`src/rtl/ntru_pkg.sv`:
```
// Shared NTRU/HRSS sampler definitions: default polynomial length, ternary
// coefficient encoding, byte mod-3 reduction and the sampler state type.
package ntru_pkg;

  localparam int unsigned N_DEFAULT = 701;

  localparam logic [1:0] COEF_ZERO = 2'b00;
  localparam logic [1:0] COEF_POS  = 2'b01;
  localparam logic [1:0] COEF_NEG  = 2'b10;

  typedef enum logic [1:0] {
    IDLE,
    RUN,
    DRAIN
  } state_e;

  // Residue 2 maps to -1, so 2'b11 can never be produced.
  function automatic logic [1:0] mod3(input logic [7:0] b);
    logic [1:0] r;
    r = 2'(b % 8'd3);
    case (r)
      2'd1:    return COEF_POS;
      2'd2:    return COEF_NEG;
      default: return COEF_ZERO;
    endcase
  endfunction

endpackage

```
`src/rtl/byte_mod3.sv`:
```
// Combinational reduction of one coin byte to an encoded ternary coefficient.
module byte_mod3
  import ntru_pkg::*;
(
  input  logic [7:0] in_byte,
  output logic [1:0] coef_c
);

  assign coef_c = mod3(in_byte);

endmodule

```
`src/rtl/coin_ternary_sampler.sv`:
```
// Samples N ternary coefficients from the coin LFSR stream, two per beat,
// onto a valid/ready stream; coefficient N-1 is forced to zero.
module coin_ternary_sampler
  import ntru_pkg::*;
#(
  parameter  int unsigned N      = N_DEFAULT,
  localparam int unsigned BEATS  = (N + 1) / 2,
  localparam int unsigned BEAT_W = $clog2(BEATS)
) (
  input  logic              clk,
  input  logic              rst,
  input  logic              start,
  input  logic [15:0]       coins,
  output logic              busy,
  output logic              done,
  output logic              coef_valid,
  input  logic              coef_ready,
  output logic [3:0]        coef_data,
  output logic [1:0]        coef_mask,
  output logic              coef_last,
  output logic [BEAT_W-1:0] coef_beat
);

  state_e            state_q, state_d;
  logic [BEAT_W-1:0] cnt_q, cnt_d;
  logic [BEAT_W-1:0] beat_q, beat_d;
  logic              valid_q, valid_d;
  logic [3:0]        data_q, data_d;
  logic [1:0]        mask_q, mask_d;
  logic              last_q, last_d;
  logic              busy_q, busy_d;
  logic              done_q, done_d;

  logic [1:0]  lane0_c, lane1_c;
  logic [1:0]  lane0_sel_c, lane1_sel_c;
  logic [1:0]  mask_sel_c;
  logic [31:0] idx0_c, idx1_c;
  logic        last_beat_c;

  byte_mod3 u_lane0 (.in_byte(coins[15:8]), .coef_c(lane0_c));
  byte_mod3 u_lane1 (.in_byte(coins[7:0]),  .coef_c(lane1_c));

  // Coefficient N-1 and anything past N read as zero; only indices >= N are masked off.
  always_comb begin
    idx0_c      = 32'({cnt_q, 1'b0});
    idx1_c      = idx0_c + 32'd1;
    lane0_sel_c = (idx0_c >= N - 1) ? COEF_ZERO : lane0_c;
    lane1_sel_c = (idx1_c >= N - 1) ? COEF_ZERO : lane1_c;
    mask_sel_c  = {idx1_c < N, idx0_c < N};
    last_beat_c = (cnt_q == BEAT_W'(BEATS - 1));
  end

  always_comb begin
    state_d = state_q;
    cnt_d   = cnt_q;
    beat_d  = beat_q;
    valid_d = valid_q;
    data_d  = data_q;
    mask_d  = mask_q;
    last_d  = last_q;
    busy_d  = busy_q;
    done_d  = 1'b0;
    case (state_q)
      IDLE: begin
        if (start) begin
          state_d = RUN;
          busy_d  = 1'b1;
          cnt_d   = '0;
        end
      end
      RUN: begin
        // Capture only into an empty or draining output register; stalled coins are dropped.
        if (!valid_q || coef_ready) begin
          data_d  = {lane1_sel_c, lane0_sel_c};
          mask_d  = mask_sel_c;
          beat_d  = cnt_q;
          cnt_d   = cnt_q + BEAT_W'(1);
          valid_d = 1'b1;
          last_d  = last_beat_c;
          if (last_beat_c) state_d = DRAIN;
        end
      end
      DRAIN: begin
        if (coef_ready) begin
          state_d = IDLE;
          valid_d = 1'b0;
          last_d  = 1'b0;
          busy_d  = 1'b0;
          done_d  = 1'b1;
        end
      end
      default: state_d = IDLE;
    endcase
  end

  always_ff @(posedge clk) begin
    if (rst) begin
      state_q <= IDLE;
      cnt_q   <= '0;
      beat_q  <= '0;
      valid_q <= 1'b0;
      data_q  <= '0;
      mask_q  <= '0;
      last_q  <= 1'b0;
      busy_q  <= 1'b0;
      done_q  <= 1'b0;
    end else begin
      state_q <= state_d;
      cnt_q   <= cnt_d;
      beat_q  <= beat_d;
      valid_q <= valid_d;
      data_q  <= data_d;
      mask_q  <= mask_d;
      last_q  <= last_d;
      busy_q  <= busy_d;
      done_q  <= done_d;
    end
  end

  assign busy       = busy_q;
  assign done       = done_q;
  assign coef_valid = valid_q;
  assign coef_data  = data_q;
  assign coef_mask  = mask_q;
  assign coef_last  = last_q;
  assign coef_beat  = beat_q;

endmodule
```
`config.mk`:
```
export PLATFORM = sky130hd
export DESIGN_NAME = coin_ternary_sampler
export DESIGN_NICKNAME = d
export VERILOG_FILES = /design/src/rtl/ntru_pkg.sv /design/src/rtl/byte_mod3.sv /design/src/rtl/coin_ternary_sampler.sv
export SDC_FILE = /design/constraint.sdc
export NUM_CORES = 1
export LEC_CHECK = 0
export ABC_AREA = 1
export CORE_ASPECT_RATIO = 0.7
export CORE_MARGIN = 1
export CORE_UTILIZATION = 48
export CTS_CLUSTER_DIAMETER = 150
export DETAILED_ROUTE_END_ITERATION = 12
export PLACE_DENSITY = 0.75
export SLEW_MARGIN = 0
export SYNTH_ARGS = -nofsm -noshare
export SYNTH_HDL_FRONTEND = slang
export SYNTH_HIERARCHICAL = 1
export SYNTH_SLANG_ARGS = --single-unit
```
`constraint.sdc`:
```
create_clock -name clk -period 3.5 [get_ports clk]
set_input_delay 0.525 -clock clk [delete_from_list [all_inputs] [get_ports clk]]
set_output_delay 0.525 -clock clk [all_outputs]
set_load 0.1 [all_outputs]
```
# After elaboration in Yosys (flattened, before gate mapping)

Index checks and enable logic that the tools add are counted.

Input port bits: 20
Output and inout bits: 19
Logic and storage cells: 61
Bits in registers: 30

Multiplexer cells: 20
Equality and inequality tests: 11
Reduce and logical (&&, ||, !) cells: 12
Bitwise logic cells: 1
Order comparisons: 4
Divide/modulo/power cells: 2
Add/sub/neg operators: 2

Operators by type and width:

| operator              | number |
|---|---|
| $mux 9                | 2 |
| $pmux 9 s2            | 1 |
| $mod 8x2->8 const B   | 2 |
| $mux 2                | 6 |
| $add 10x1->11 const B | 1 |
| $ge 11x10->1 const B  | 1 |
| $lt 11x10->1 const B  | 1 |
| $ge 10x10->1 const B  | 1 |
| $lt 10x10->1 const B  | 1 |
| $add 9x1->9 const B   | 1 |
| $eq 9x9->1 const B    | 1 |
| $reduce_and 3->1      | 3 |
| $ne 2x2->1 const B    | 4 |
| $pmux 2 s2            | 2 |
| $eq 2x1->1 const B    | 3 |
| $eq 2x2->1 const B    | 3 |
| $pmux 1 s2            | 3 |
| $pmux 2 s3            | 1 |
| $reduce_bool 2->1     | 3 |
| $mux 1                | 5 |
| $reduce_and 4->1      | 1 |
| $logic_not 2->1       | 1 |
| $reduce_and 2->1      | 1 |
| $reduce_or 2->1       | 1 |
| other kinds (3)       | 3 |

# Longest topological paths before layout

Gate-level depths: netlist of run 1.

Word-level depth: 4
Mapped depth: 26
Depth with buffers taken out: 26

# Cells and area by module

The synthesis of run 1 kept the hierarchy.

Modules (own cells, without submodules):

| module               | area each (um^2) | instances | sequential area each (um^2) | cells an instance |
|---|---|---|---|---|
| coin_ternary_sampler | 1346.3           | 1         | 600.6                       | 187 |
| byte_mod3            | 350.3            | 2         | 0.0                         | 70 |

# Least setup slack after synthesis of run 1

No wires, ideal clock.

Path type: input to register
From: input port coins[5]
To: register data_q[2], in the netlist coef_data[2]
Library setup time: 70 ps
Arrival: 2531 ps
Cell stages on the path: 24
Data required time: 3430 ps
Setup slack: 899 ps
Buffers on the path: 0
Path through: inv_1 nand3_1 nand3_1 nand2_1 inv_1 nand3_1 nand3_2 nand2_2 and2_1 ha_1 inv_1 nand2_1 nand2_1 nand2_1 ha_1 inv_1 nand2_1 nor2_2 nand3_2 nand2_1 nand2_1 nor2_1 nand3_1 a21oi_1

Longest elaborated chain between the ends: 4
Elaborated cells between the ends (all ways): 5
Those cells by class: div (1); eq/ne (2); mux (2)

RTL lines:

| item                                            | RTL line                    | RTL |
|---|---|---|
| start: declaration                              | coin_ternary_sampler.sv:13  | `input logic [15:0] coins,` |
| $mod 8x2->8 (*)                                 | ntru_pkg.sv:20              | `r = 2'(b % 8'd3);` |
| $eq 2x2->1 / $eq 2x1->1 (equally long branches) | ntru_pkg.sv:21              | `case (r)` |
| $pmux 2 s2 (*)                                  | ntru_pkg.sv:21              |  |
| named net lane1_c[0]                            | coin_ternary_sampler.sv:34  | `logic [1:0] lane0_c, lane1_c;` |
| $mux 2 (*)                                      | coin_ternary_sampler.sv:48  | `lane1_sel_c = (idx1_c >= N - 1) ? COEF_ZERO : lane1_c;` |
| end signal: assignment                          | coin_ternary_sampler.sv:112 | `data_q <= data_d;` |
| end: declaration                                | coin_ternary_sampler.sv:28  | `logic [3:0] data_q, data_d;` |

Mark *: on every way through the listed nets, which the timed path passes. The rest lies on a longest branch.
A chain may end at the register's enable or synchronous reset.

# Final worst setup path of run 1

From: input port coins[12]
To: register data_q[0], in the netlist coef_data[0]

Longest elaborated chain between the ends: 4
Elaborated cells between the ends (all ways): 5
Those cells by class: div (1); eq/ne (2); mux (2)

RTL lines:

| item                                            | RTL line                   | RTL |
|---|---|---|
| $mod 8x2->8 (*)                                 | ntru_pkg.sv:20             |  |
| $eq 2x2->1 / $eq 2x1->1 (equally long branches) | ntru_pkg.sv:21             |  |
| $pmux 2 s2 (*)                                  | ntru_pkg.sv:21             |  |
| named net lane0_c[0]                            | coin_ternary_sampler.sv:34 |  |
| $mux 2 (*)                                      | coin_ternary_sampler.sv:47 | `lane0_sel_c = (idx0_c >= N - 1) ? COEF_ZERO : lane0_c;` |

Marked as above.

==> key figures, run 1 <==
CTS
  • Clock Path Buffers: 2
  • Register clock-pin slew on the reported worst setup and hold paths: about 60 ps
  • Htree depth: 2
  • Postcts setup bufs: 0
  • CTS Root Cell: clkbuf_8
  • Clock latency on the worst-skew pair: between 200 and 300 ps
  • TritonCTS buffer count: 5
  • Sinks on Clock Net: 30
  • CTS tree: done
  • Post-cts resize count: 0
  • Hold Buf Count CTS: 0

Critical path
  • WP depth: 24
  • Kind of critical path: in -> reg
  • Crit-path most repeated cell: nand2_1
  • Worst reg-to-reg path cell count: 7
  • CP Launch Type: input pin
  • Worst path slowest cell: clkdlybuf4s50_1
  • Critical path's largest stage delay: 490 ps
  • Worst EP required: roughly 3700 ps
  • Crit end category: register
  • CP Data Arrival Time: approximately 3200 ps
  • CP Max Fanout: 4
  • Critical-path cell list: clkdlybuf4s50_1, inv_1, nand3_1, nand2_1, inv_1, nand3_1, nand3_2, nand2_2, and2_1, ha_1, inv_1, nand2_1, nand2_1, nand2_1, ha_1, inv_1, nand2_1, nor2_2, nand3_2, nand2_1, nand2_1, nor2_1, nand3_1, a21oi_1
  • Worst path top cell family by delay: simple AND/OR/NAND/NOR gates
  • Buf+Inv Stages, Crit Path: 5

Pwr
  • Logic pwr share: 0.386
  • P_int: ~640 uW
  • Worst VDD drop: 0.000259 V
  • Seq pwr share: 0.351
  • Switching part of the total: 0.402
  • Pwr Density: 419 nW/um^2
  • Pleak: roughly 1.2 nW
  • Clock power share: 0.263
  • Psw: around 430 uW

Route
  • Router iterations before antenna repair: 4
  • Initial DRC count: 75
  • Post-Route WL: 4490 um
  • Routed Antenna Nets: 0
  • Routed vias: 2,122
  • Routed vias/inst: 5.06
  • Wire length per cell: 10.7 um
  • DR DRC count: 0

Timing
  • Worst slew pin tran: ~1000 ps
  • Period utilization: 0.867
  • RSZ-0062 raised after global routing: false
  • Max Freq: 330 MHz
  • Hold Slack: 467 ps
  • Layout Skew: between 7 and 8 ps
  • Slew HR: 0.329
  • Minimum clock period: slightly above 3000 ps
  • Final hold violation count: 0
  • Fin. max-slew vios: 0
  • Final Setup Violations: 0

Finish
  • Nets: between 300 and 400
  • Synthesis-to-layout area growth: 25.1%
  • Post-route cell area: ~2600 um^2
  • Number of fill cells: approximately 370
  • Share of layout cells above drive strength 1: 0.0954
  • Antenna fix cells: 0
  • Non-Filler Instances: approximately 420
  • Util after Layout: 0.641

Yosys
  • EDFF count, synth: 0
  • Cells after Synth: 327
  • Avg Inst Size Synth: roughly 6.3 um^2
  • Yosys cell types: 28
  • Top FF cell, synth: dfxtp_1
  • Post-synth ARST share: 0
  • Seq/Total Area, Yosys: 0.293
  • Mapped Area: 2050 um^2
  • Most instantiated cells after synthesis: nand2_1, inv_1, nand3_1, nor2_1, dfxtp_1
  • Yosys reg bits: 30
  • Area contributors post-synth: dfxtp_1, nand2_1, inv_1
  • Share of the synthesized area in the top cell type: 0.293
  • Most frequent cell after synthesis: nand2_1
  • Synth warn: 6
  • Post-synth net total: approximately 350
  • Area leader, netlist: dfxtp_1

Place
  • DP HPWL: roughly 3500 um
  • Inst Count DP: slightly above 400
  • Port buffer count: 38
  • Cell area after placement: ~2500 um^2
  • RD Place Congestion: around 0.87

Die
  • Total die area: between 4000 and 5000 um^2
  • I/O Pins: 39
  • Row count: 19
  • Core Area: about 4000 um^2
  • Die Y: approximately 57 um
  • Starting Density: 0.513
  • Horiz. Die Dim: between 80 and 90 um

GRT
  • Largest net degree at the start of global routing: 18
  • First-pass GRT wire length: 7860 um
  • GR peak layer: met1
  • M2 GR Usage: 0.315
  • Initial antenna violation count: 0
  • Met3 Use GR: 0.0602
  • Vias in the first global route: roughly 1,800
  • M1 GR Usage: 0.318
  • GRT overflow: 0
  • GRT Total Usage: 0.220

Status
  • Status: complete, no violations

Run
  • Max Cap Viol: 0

Worst hold path
  • Hold depth: 2
  • Type of the worst min-delay path: reg -> reg
through the flow:
step | worst slack (ps) | TNS (ps) | power (mW)
after detailed placement | -1.64 | -1.64 | 0.798
after global routing | 139 | 0 | 1.14
after CTS | 291 | 0 | 1.08
final | 466 | 0 | 1.07
after floorplan | 899 | 0 | 0.703
after global placement | 75.8 | 0 | 0.791
flip-flops by register name (all words and copies together), names as in the netlist, 2 cells and up:
name,count
cnt_q,9
coef_data,4
coef_beat,9
coef_mask,2
state_q,2
worst register-to-register path, delay by kind of cell, from the launching register on:
kind | cells | cell delay [ps]
adders and majority gates | 1 | 260
DFF | 1 | 510
AOI/OAI and AO/OA | 1 | 150
buffers and inverters | 1 | 50
and+or+nand+nor | 4 | 550
power groups by stage:
stage	combinational, mW	sequential [mW]	clock, mW
floorplan	0.186	0.517	0
global placement	0.407	0.384	0
detailed placement	0.413	0.384	0
CTS	0.414	0.377	0.287
global route	0.452	0.379	0.305
finish	0.415	0.377	0.282
cell families after synthesis:
logic type / count (synthesis) / share of synthesized area
simple gates: 192 / 0.447
buf+inv: 56 / 0.110
flops: 30 / 0.293
compound gates: 43 / 0.112
fa+ha+maj: 6 / 0.0367
routing by layer:
metal  vias up  routed length (um)
met5         -                   0
met4         0                  79
met3        13                 245
met2        63                1810
met1       914                2360
li1       1132                   -
final timing paths:
check / startpoint / end / slack [ps]
setup / recovery: coins[12] / coef_data[0] / 470
hold / removal: coef_data[3] / coef_data[3] / 470
setup reg to reg: cnt_q[1] / cnt_q[8] / 1900
hold reg to reg: coef_data[3] / coef_data[3] / 470
final cells by class:
| cell class | instances | area, um^2 | share of cell area |
|---|---|---|---|
| clock inverters | 1 | 5.00 | 0.00195 |
| inverters | 50 | 188 | 0.0733 |
| repair buffers | 38 | 395 | 0.154 |
| well taps | 52 | 65.1 | 0.0254 |
| flip-flops and latches | 30 | 601 | 0.234 |
| clock buffers | 7 | 86.3 | 0.0337 |
| multi-input cells | 241 | 1220 | 0.477 |
cell usage in the layout, fill, tap and decap left out, drive strengths merged:
cell type	n
o21ai	18
dfxtp	30
clkbuf	7
clkinv	1
a21oi	22
ha	6
clkdlybuf4s50	32
nor2	35
nand3b	4
inv	50
and3	1
and2	2
dlymetal6s2s	6
nand4	12
a211oi	2
nor3	1
o211ai	1
nand3	39
nand2	98
Power figures use the tool's default switching activity.
==> run 2, diff against run 1 <==
==> constraint.sdc (replaced) <==
create_clock -name clk -period 2.89 [get_ports clk]
set_input_delay 0.4335 -clock clk [delete_from_list [all_inputs] [get_ports clk]]
set_output_delay 0.4335 -clock clk [all_outputs]
set_load 0.1 [all_outputs]
==> run 2 against run 1 <==
Compared with the run above:
- via count increased by 1.8%
- critical path depth unchanged
- worst hold slack gained 3.4 ps
- sequential power rose by 21%
- register-to-register slack worse by 530 ps
- clock skew is essentially flat
- critical endpoint unchanged
- largest power group unchanged
==> key figures, run 2 (same netlist as run 1, synthesis figures left out) <==
CTS
  • Clock latency on the worst-skew pair: 280 ps (about the same)
  • Hold Buf Count CTS: 0 (unchanged)
  • Sinks on Clock Net: 30 (unchanged)
  • Register clock-pin slew on the reported worst setup and hold paths: 70 ps (was 60 ps)
  • CTS Root Cell: clkbuf_8 (unchanged)
  • Clock Path Buffers: 2 (unchanged)
  • TritonCTS buffer count: 5 (unchanged)
  • CTS tree: done (unchanged)
  • Htree depth: 2 (unchanged)

Pwr
  • Clock power share: 0.258 (was 0.263)
  • Worst VDD drop: 0.000384 V (was 0.000259 V)
  • Power, Total: 1.35 mW (was 1.07 mW)
  • Pwr Density: 504 nW/um^2 (was 419 nW/um^2)
  • Switching part of the total: 0.401 (was 0.402)
  • Seq pwr share: 0.339 (was 0.351)
  • Psw: 540 uW (was 431 uW)
  • P_int: 807 uW (was 642 uW)
  • Logic pwr share: 0.403 (was 0.386)
  • Pleak: 1.34 nW (was 1.24 nW)

Route
  • Initial DRC count: 108 (was 75)
  • DR DRC count: 0 (unchanged)
  • Routed vias: 2,160 (was 2,122)
  • Router iterations before antenna repair: 4 (unchanged)
  • Routed vias/inst: 4.90 (was 5.06)
  • Wire length per cell: 10.5 um (was 10.7 um)
  • Post-Route WL: 4620 um (was 4490 um)
  • Routed Antenna Nets: 0 (unchanged)

Finish
  • Synthesis-to-layout area growth: 30.6% (was 25.1%)
  • Antenna fix cells: 0 (unchanged)
  • Commonest non-fill, non-tap cell in the layout: nand2_1 (unchanged)
  • Share of layout cells above drive strength 1: 0.221 (was 0.0954)
  • Nets: 414 (was 392)
  • Most frequent cells in the layout: nand2_1, inv_1, buf_4 (was nand2_1, inv_1, nand3_1)

Critical path
  • CP Launch Type: input pin (unchanged)
  • RR Startpoint: cnt_q[1] (unchanged)
  • Kind of critical path: in -> reg (unchanged)
  • Worst EP required: 3110 ps (was 3700 ps)
  • CP Max Fanout: 5 (was 4)
  • Start point of the critical path: coins[15] (was coins[12])
  • CP Data Arrival Time: 2910 ps (was 3240 ps)
  • Crit end category: register (unchanged)

GRT
  • GRT overflow: 0 (unchanged)
  • GRT Total Usage: 0.220 (about the same)
  • Largest net degree at the start of global routing: 18 (unchanged)
  • First-pass GRT wire length: 7920 um (was 7860 um)
  • Vias in the first global route: 1,814 (was 1,805)
  • M2 GR Usage: 0.311 (was 0.315)
  • GR peak layer: met1 (unchanged)
  • Met3 Use GR: 0.0488 (was 0.0602)
  • Initial antenna violation count: 0 (unchanged)
  • M1 GR Usage: 0.334 (was 0.318)

Timing
  • Max Freq: 372 MHz
  • Minimum clock period: about 2700 ps
  • Final hold violation count: 0 (unchanged)
  • Fin. max-slew vios: 0 (unchanged)
  • RSZ-0062 raised after global routing: true (was false)
  • Final Setup Violations: 0 (unchanged)
  • Hold Slack: 471 ps (was 467 ps)
  • Layout Skew: 7.18 ps (was 7.04 ps)
  • Period utilization: 0.931
  • Worst slew pin tran: 352 ps (was 1000 ps)
  • Slew HR: 0.765 (was 0.329)

Die
  • Horiz. Die Dim: 80.1 um (unchanged)
  • Starting Density: 0.513 (unchanged)
  • Row count: 19 (unchanged)
  • Total die area: 4530 um^2 (unchanged)
  • Core Area: 3990 um^2 (unchanged)
  • I/O Pins: 39 (unchanged)
  • Die Y: 56.6 um (unchanged)

Run
  • Max Cap Viol: 0 (unchanged)

Status
  • Status: complete, no violations (unchanged)

Worst hold path
  • Type of the worst min-delay path: reg -> reg (unchanged)
  • Worst Min Path Start: busy (was coef_data[3])

Place
  • DP HPWL: 3700 um (was 3510 um)
  • Port buffer count: 38 (unchanged)
  • RD Place Congestion: 0.855 (was 0.867)
## run 2: cell types whose count changed in the layout (fill, tap and decap cells not counted), sizes merged
| cell | delta |
|---|---|
| buf | +41 |
| dlymetal6s2s | -4 |
| clkinvlp | +1 |
| clkbuf | +3 |
| clkdlybuf4s50 | -21 |
| dlygate4sd2 | +2 |
## run 2: power groups by stage
stage / clock network [mW] / registers (mW) / logic (mW)
4_1_cts: 0.353 / 0.457 / 0.536
3_5_place_dp: 0 / 0.466 / 0.537
3_3_place_gp: 0 / 0.466 / 0.530
5_1_grt: 0.372 / 0.460 / 0.590
2_1_floorplan: 0 / 0.626 / 0.225
6_report: 0.347 / 0.457 / 0.543
## run 2: layer usage
metal	routed length, um	up-vias	part of all wire
li1	-	1186	-
met2	1840	59	0.40
met4	34	0	0.0074
met3	289	5	0.063
met5	0	-	0
met1	2460	910	0.53
## run 2: timing repair
| action | CTS | global route |
|---|---|---|
| gates resized for setup | 6 | 16 |
| hold endpoints to repair | 0 | 0 |
| buffers inserted | 0 | 0 |
| pin swaps | 0 | 6 |
| setup endpoints to repair | 4 | 4 |
## run 2: area by class of cell
| class | instances | area, um^2 |
|---|---|---|
| fill | 381 | 1320 |
| clock inverter | 2 | 12.5 |
| sequential | 30 | 601 |
| clock buffer | 6 | 82.6 |
| tap | 52 | 65.1 |
| timing repair buffer | 60 | 480 |
| multi-input combinational | 241 | 1240 |
| inverter | 50 | 188 |
## run 2: worst max-delay path, stage by stage
cell	delay (ps)
dlygate4sd2_1	290
inv_2	70
nand2_1	60
nand3_1	80
nand3_1	80
nand2_1	60
nand2_1	90
nand3b_1	110
and2_4	190
ha_4	160
inv_2	80
nand2_1	60
nand2_1	50
nand2_1	80
ha_1	180
inv_1	50
nand2_1	70
nor2_2	160
nand3_2	100
nand2_1	60
nand2_1	60
nor2_1	110
nand3_1	90
a21oi_2	120
## run 2: final timing paths
path	endpoint	slack, ps	cells past startpoint
max	coef_data[0]	200	24
min	busy	470	2
max reg2reg	cnt_q[8]	1370	7
min reg2reg	busy	470	2
## run 2: metrics by stage
step | worst slack [ps] | utilization | area, um^2 | TNS (ps) | std cells
2_1_floorplan | 381 | - | 2050 | 0 | 327
3_3_place_gp | -397 | 0.644 | 2570 | -1220 | 433
3_5_place_dp | -403 | 0.644 | 2570 | -1460 | 433
4_1_cts | 48.9 | 0.666 | 2660 | 0 | 441
5_1_grt | -44.7 | 0.669 | 2670 | -44.7 | 441
6_report | 199 | 0.669 | 2670 | 0 | 441
